## src/rtl/prime_sink_if.sv

```systemverilog
// prime_sink_if: generator handshake, run control and show-ahead pop port of prime_sink.
interface prime_sink_if #(
  parameter int WIDTH_LOG = 4,
  parameter int DEPTH_LOG = 2
);
  localparam int WIDTH = 1 << WIDTH_LOG;
  logic run;
  logic gen_go;
  logic gen_ready;
  logic gen_error;
  logic [WIDTH-1:0] gen_res;
  logic rd_en;
  logic out_valid;
  logic [WIDTH-1:0] out_data;
  logic [DEPTH_LOG:0] count;
  logic error;
  modport master (
    input  run, gen_ready, gen_error, gen_res, rd_en,
    output gen_go, out_valid, out_data, count, error
  );
  modport slave (
    output run, gen_ready, gen_error, gen_res, rd_en,
    input  gen_go, out_valid, out_data, count, error
  );
endinterface

```

## src/rtl/prime_sink.sv

```systemverilog
// prime_sink: requests primes one at a time, buffers them in a circular FIFO and halts on generator faults.
module prime_sink #(
  parameter int WIDTH_LOG = 4,
  parameter int DEPTH_LOG = 2
) (
  input logic clk,
  input logic rst,
  prime_sink_if.master bus
);
  localparam int WIDTH = 1 << WIDTH_LOG;
  localparam int DEPTH = 1 << DEPTH_LOG;
  typedef enum logic [1:0] {IDLE, ISSUE, WAIT, HALT} state_e;
  state_e state_q, state_d;
  logic [WIDTH-1:0] mem_q [DEPTH];
  logic [WIDTH-1:0] last_q;
  logic [DEPTH_LOG-1:0] wr_q, rd_q;
  logic [DEPTH_LOG:0] count_q, count_d;
  logic go_q, err_q, space, bad, push, pop;
  always_comb begin
    space = count_q < (DEPTH_LOG+1)'(DEPTH);
    bad = bus.gen_error || (bus.gen_ready && !(bus.gen_res > last_q));
    push = state_q == WAIT && !bad && bus.gen_ready;
    pop = bus.rd_en && count_q != '0;
    count_d = count_q + (DEPTH_LOG+1)'(push) - (DEPTH_LOG+1)'(pop);
    state_d = state_q;
    case (state_q)
      IDLE:    state_d = bus.run && bus.gen_ready && !bus.gen_error && space ? ISSUE : IDLE;
      ISSUE:   state_d = WAIT;
      WAIT:    state_d = bad ? HALT : bus.gen_ready ? IDLE : WAIT;
      default: state_d = HALT;
    endcase
  end
  // last_q starts at 1 so the generator's post-reset res=1 can never be accepted
  always_ff @(posedge clk) begin
    if (rst) begin
      state_q <= IDLE;
      go_q <= 1'b0;
      err_q <= 1'b0;
      wr_q <= '0;
      rd_q <= '0;
      count_q <= '0;
      last_q <= WIDTH'(1);
    end else begin
      state_q <= state_d;
      go_q <= state_d == ISSUE;
      err_q <= err_q | (state_q == WAIT && bad);
      count_q <= count_d;
      if (push) wr_q <= wr_q + 1'b1;
      if (push) last_q <= bus.gen_res;
      if (pop) rd_q <= rd_q + 1'b1;
    end
  end
  always_ff @(posedge clk) begin
    if (push) mem_q[wr_q] <= bus.gen_res;
  end
  assign bus.gen_go = go_q;
  assign bus.out_valid = count_q != '0;
  assign bus.out_data = mem_q[rd_q];
  assign bus.count = count_q;
  assign bus.error = err_q;
endmodule
```

## src/flat_wrapper.sv

```systemverilog
// flat-port wrapper written by rule: the top's interface ports become plain ports
module prime_sink_flat 
#(
  parameter int WIDTH_LOG = 4,
  parameter int DEPTH_LOG = 2
)
  (clk, rst, bus_run, bus_gen_ready, bus_gen_error, bus_gen_res, bus_rd_en, bus_gen_go, bus_out_valid, bus_out_data, bus_count, bus_error);
  prime_sink_if #(.WIDTH_LOG(WIDTH_LOG), .DEPTH_LOG(DEPTH_LOG)) bus_i ();
  input logic clk;
  input logic rst;
  input wire logic [$bits(bus_i.run)-1:0] bus_run;
  input wire logic [$bits(bus_i.gen_ready)-1:0] bus_gen_ready;
  input wire logic [$bits(bus_i.gen_error)-1:0] bus_gen_error;
  input wire logic [$bits(bus_i.gen_res)-1:0] bus_gen_res;
  input wire logic [$bits(bus_i.rd_en)-1:0] bus_rd_en;
  output wire logic [$bits(bus_i.gen_go)-1:0] bus_gen_go;
  output wire logic [$bits(bus_i.out_valid)-1:0] bus_out_valid;
  output wire logic [$bits(bus_i.out_data)-1:0] bus_out_data;
  output wire logic [$bits(bus_i.count)-1:0] bus_count;
  output wire logic [$bits(bus_i.error)-1:0] bus_error;
  assign bus_i.run = bus_run;
  assign bus_i.gen_ready = bus_gen_ready;
  assign bus_i.gen_error = bus_gen_error;
  assign bus_i.gen_res = bus_gen_res;
  assign bus_i.rd_en = bus_rd_en;
  assign bus_gen_go = bus_i.gen_go;
  assign bus_out_valid = bus_i.out_valid;
  assign bus_out_data = bus_i.out_data;
  assign bus_count = bus_i.count;
  assign bus_error = bus_i.error;
  prime_sink #(.WIDTH_LOG(WIDTH_LOG), .DEPTH_LOG(DEPTH_LOG)) u_core (.clk(clk), .rst(rst), .bus(bus_i));
endmodule
```

## config.mk

```make
export PLATFORM = sky130hd
export DESIGN_NAME = prime_sink_flat
export DESIGN_NICKNAME = d
export VERILOG_FILES = /design/src/rtl/prime_sink_if.sv /design/src/rtl/prime_sink.sv /design/src/flat_wrapper.sv
export SDC_FILE = /design/constraint.sdc
export NUM_CORES = 1
export LEC_CHECK = 0
export CORE_MARGIN = 5
export CORE_UTILIZATION = 58
export CTS_CLUSTER_DIAMETER = 60
export DETAILED_ROUTE_END_ITERATION = 8
export DONT_BUFFER_PORTS = 1
export GPL_ROUTABILITY_DRIVEN = 0
export MAX_ROUTING_LAYER = met4
export PLACE_DENSITY = 0.77
export SYNTH_ARGS = -nofsm -noshare
export SYNTH_HDL_FRONTEND = slang
export SYNTH_SLANG_ARGS = --single-unit
```

## constraint.sdc

```tcl
create_clock -name clk -period 5.15 [get_ports clk]
set_input_delay 1.03 -clock clk [delete_from_list [all_inputs] [get_ports clk]]
set_output_delay 1.03 -clock clk [all_outputs]
set_load 0.05 [all_outputs]
```

Word level (Yosys, flattened, before mapping) --
Memories as Yosys holds them, arrays and structs flattened. A register that Yosys moved wholly into a read port is not among the register bits. Index checks and enable logic that the tools add are counted.
Word-level totals: bits in registers 27, RAM bits 64, input bits 22, output and inout bits 22, logic and storage cells 40, memories 1
Cells by class: add/sub/neg operators 4, magnitude comparators 2, equality and inequality tests 3, muxes and demuxes 8, bitwise gates (word level) 1, reduce and logical (&&, ||, !) cells 14
Memories:
- u_core.mem_q | words 4, width 16, rd ports 1, clocked after Yosys merged registers in 1, write ports 1, line prime_sink.sv:14 | logic [WIDTH-1:0] mem_q [DEPTH];
Operators with widths (number):
- $gt A16 B16 Y1 | 1
- $logic_and A1 B1 Y1 | 8
- $mux W2 | 4
- $pmux W2 S3 | 1
- $add A2 B1 Y2 const B | 2
- $eq A2 B1 Y1 const B | 2
- $add A3 B1 Y3 | 1
- $logic_not A1 Y1 | 3
- $lt A3 B3 Y1 const B | 1
- $mux W1 | 3
- $reduce_bool A3 Y1 | 1
- $sub A3 B1 Y3 | 1
- $eq A2 B2 Y1 const B | 1
- $logic_not A2 Y1 | 1
- $logic_or A1 B1 Y1 | 1
- $or A1 B1 Y1 | 1

Logic depth before layout (Yosys ltp) --
word-level depth 9, gate-level depth with buffers 13, depth with buffers taken out 12

Worst setup path before layout --
No wires, ideal clock.
path type input-to-reg, start in bus_gen_res[13], end reg u_core.count_q[2] (netlist: u_core.bus.count[2]), setup time 128 ps, data arrival time 3281 ps, data required time 5022 ps, setup slack 1741 ps, stages on the path 12, buffers on the path 1, cells stage by stage ha_1 > a21oi_1 > o21ai_0 > nor4_1 > and3b_4 > nor2_8 > buf_8 > ha_1 > fa_1 > xnor2_1 > xnor2_1 > nor2_1
On the way: longest elaborated chain between the ends 9
Ends and longest elaborated chain:
- from (decl) | line flat_wrapper.sv:14 | input wire logic [$bits(bus_i.gen_res)-1:0] bus_gen_res;
- $gt A16 B16 Y1 | line prime_sink.sv:21 | bad = bus.gen_error || (bus.gen_ready && !(bus.gen_res > last_q));
- $logic_not A1 Y1 | line prime_sink.sv:21
- $logic_and A1 B1 Y1 | line prime_sink.sv:21
- $logic_or A1 B1 Y1 | line prime_sink.sv:21
- $logic_not A1 Y1 | line prime_sink.sv:22 | push = state_q == WAIT && !bad && bus.gen_ready;
- $logic_and A1 B1 Y1 (2 in series) | line prime_sink.sv:22
- named net u_core.push | line prime_sink.sv:18 | logic go_q, err_q, space, bad, push, pop;
- $add A3 B1 Y3 | line prime_sink.sv:24 | count_d = count_q + (DEPTH_LOG+1)'(push) - (DEPTH_LOG+1)'(pop);
- $sub A3 B1 Y3 | line prime_sink.sv:24
- to (signal assigned) | line prime_sink.sv:47 | count_q <= count_d;
- to (decl) | line prime_sink.sv:17 | logic [DEPTH_LOG:0] count_q, count_d;
The timed path passes the listed nets, and every way through them passes these cells. A chain may end at the register's enable or synchronous reset.

Worst setup path after layout --
start in bus_gen_res[15], end mem u_core.mem_q[3][14] (netlist bit), enable pin
On the way: longest elaborated chain between the ends 9
Ends and longest elaborated chain:
- $gt A16 B16 Y1 | line prime_sink.sv:21
- $logic_not A1 Y1 | line prime_sink.sv:21
- $logic_and A1 B1 Y1 | line prime_sink.sv:21
- $logic_or A1 B1 Y1 | line prime_sink.sv:21
- $logic_not A1 Y1 | line prime_sink.sv:22
- $logic_and A1 B1 Y1 (2 in series) | line prime_sink.sv:22
- $mux W1 | line prime_sink.sv:54 | if (push) mem_q[wr_q] <= bus.gen_res;
- $mux W1 (implied by the code) | line prime_sink.sv:54
- to (decl) | line prime_sink.sv:14
No other way between the ends.

==> metrics <==
Power Internal=1.22 mW; Tmin final=3.52 ns; placed cells=368; Initial DRC Count=115; Avg Cell Area, Syn=14.6 um^2; reg-to-reg startpoint=u_core.last_q[15]; Synth-to-Final Area Change=6.31%; first-pass GRT wire length=about 11000 um; Crit Path Class=primary input to flip-flop; fin area=4380 um^2; Final setup viols=0; outcome=finished, final reports clean; CTS Hold Buffers Added=0; Antenna Cells=0; Slew Limit Fails=0; Net Switching=587 uW; Die Y=94.3 um; drt pass-1 iters=4; setup_tns=0 ns; clk sinks=between 90 and 100; Max FO, Critical Path=23; Vias per Instance=5.38; VDD IR max=around 0.32 mV; dpl hpwl=4360 um; GRT Util Overall=0.171; post-synthesis net count=327; Final Cycle Share=0.683; Synth Cell Area=4120 um^2; H-tree depth=3; post_cts resized=0; share of layout cells above drive strength 1=0.128; placed cell area=4180 um^2; Clk Latency, worst-skew pair=0.36 ns; CP startpoint=bus_gen_res[15]; Logic pwr share=0.235; setup repair after global routing missed its margin=no; Switching Share=0.325; sequential share of the synthesized area=0.607; CTS tree=done; Post-DRT Antenna Nets=0; start point of the worst hold path=u_core.last_q[6]; P per Cell Area=412 nW/um^2; initial antenna violation count=0; Remaining Overflow, GRT=0; Hold Vio Cnt, Final=0; Post-CTS Setup Inserts=0; Routed WL per cell=17.2 um; Power Total=1.80 mW; leakage dissipation=1.42 nW; Routed Wire Length=approximately 6600 um; DR vias=approximately 2100; Final nets=328; worst path required time=5.13 ns; Fmax=284 MHz; # IOs=44; Clk pwr share=0.275; skew final=0.00855 ns; max-cap violation count=0; Yosys warning count=0; Gate Count Post-Synth=approximately 280; FP Rows=30; dpl ws=1.23 ns; Max-slew headroom=0.383; post-synth cell types=40; crit start category=primary input; fin worst setup slack=1.63 ns; Core ar.=6870 um^2; drt drc=0; root buffer cell=clkbuf_8; Hold WC Path Type=flip-flop to flip-flop; vias in the first global route=about 2100; Clk pin slew, worst setup/hold paths=0.08 ns; CTS Buf Count=9; largest net degree at the start of global routing=47; Layout Utilization=0.638; synthesis-stage register bit count=93; die area=around 8900 um^2; Initial Utilization=0.600; die width=94.3 um; Least-Margin Pin Slew=approximately 0.93 ns; crit path DAT=approximately 3.5 ns; CP endpoint kind=flip-flop; hold slack final=0.477 ns; IO buf count=0; final std cells w/o fill=between 300 and 400; Seq pwr share=0.490; clk buf depth=2
[cells in the mapped netlist, drive strengths merged]
cell type	n	area [um^2]
nor2	17	80.1
clkbuf	8	30.0
xor2	1	8.76
a211oi	1	7.51
nor4	2	27.5
and3b	1	12.5
ha	22	275
nor2b	4	25.0
nor3	1	5.00
nand2b	32	200
o31ai	1	7.51
a21boi	1	11.3
nand3b	1	7.51
edfxtp	64	1920
nand3	1	5.00
mux2i	17	170
and2	6	37.5
a2111oi	1	8.76
or3	1	6.26
o21ai	2	10.0
mux4	16	360
fa	1	20.0
mux2	1	11.3
and4	1	8.76
nand2	6	22.5
nand4	3	33.8
xnor2	3	26.3
dfxtp	29	581
o211ai	1	7.51
inv	23	86.3
buf	3	40.0
a31oi	1	6.26
a32o	1	10.0
nor3b	2	15.0
a21oi	7	35.0
[final timing paths]
kind | slack [ns] | cells after the start | end
worst max-delay path | 1.63 | 7 | u_core.mem_q[3][14]
worst min-delay path | 0.48 | 2 | u_core.last_q[6]
worst max register to register | 1.92 | 8 | u_core.mem_q[3][14]
worst min register to register | 0.48 | 2 | u_core.last_q[6]
[layout make-up]
cell class / count / area (um^2)
Clock buffer: 13 / 159
Clock inverter: 3 / 43.8
Fill cell: 500 / 2490
Inverter: 23 / 86.3
Multi-Input combinational cell: 155 / 1460
Sequential cell: 93 / 2500
Tap cell: 96 / 120
Timing Repair Buffer: 1 / 7.51
[power by group through the flow]
stage	Clock [mW]	Sequential (mW)	Combinational, mW
floorplan	0	0.887	0.404
global placement	0	0.899	0.427
detailed placement	0	0.902	0.431
CTS	0.507	0.885	0.433
global route	0.539	0.887	0.460
finish	0.497	0.883	0.424
[worst max-delay path, stage by stage]
cell and delay (ns):
ha_1 0.33, nand4_4 0.15, nor4_4 0.32, a21boi_2 0.20
and3b_4 0.24, nor2_8 0.41, and2_1 0.82
[cell usage in the layout, fill, tap and decap left out, drive strengths merged, types with 3 or more instances in the layout]
cell type	n
ha	22
nor2b	4
dfxtp	29
mux2i	17
inv	24
nand2	6
clkbuf	13
nor2	17
a21oi	7
mux4	16
and2	6
nand4	3
nand2b	32
xnor2	3
edfxtp	64
[cells by family (layout without fill, tap and decap cells)]
kind of cell,Yosys count,count (layout),synth area share
AO/OA/AOI/OAI,16,16,0.0252
XOR/XNOR,4,4,0.00850
adder cells (fa/ha/maj),23,23,0.0716
buffers and inverters,34,40,0.0379
flip-flops,93,93,0.607
multiplexers,34,34,0.131
AND/OR/NAND/NOR,78,78,0.118
[per-layer routing]
| layer | vias up | GRT usage | wire length [um] |
|---|---|---|---|
| met5 | - | - | 0 |
| met4 | 0 | 0.0614 | 107 |
| met3 | 11 | 0.0577 | 364 |
| met2 | 44 | 0.261 | 3240 |
| met1 | 996 | 0.214 | 2890 |
| li1 | 1015 | - | - |
[flip-flops by register name, indices dropped and copies added (netlist names), named ones only]
| signal | flops |
|---|---|
| u_core.mem_q | 64 |
| u_core.last_q | 16 |
| u_core.bus.count | 3 |
| u_core.wr_q | 2 |
| u_core.rd_q | 2 |
| u_core.bus.error | 1 |
| u_core.bus.gen_go | 1 |
| u_core.state_q | 2 |
Note: power is estimated with default switching activity, not from simulation.
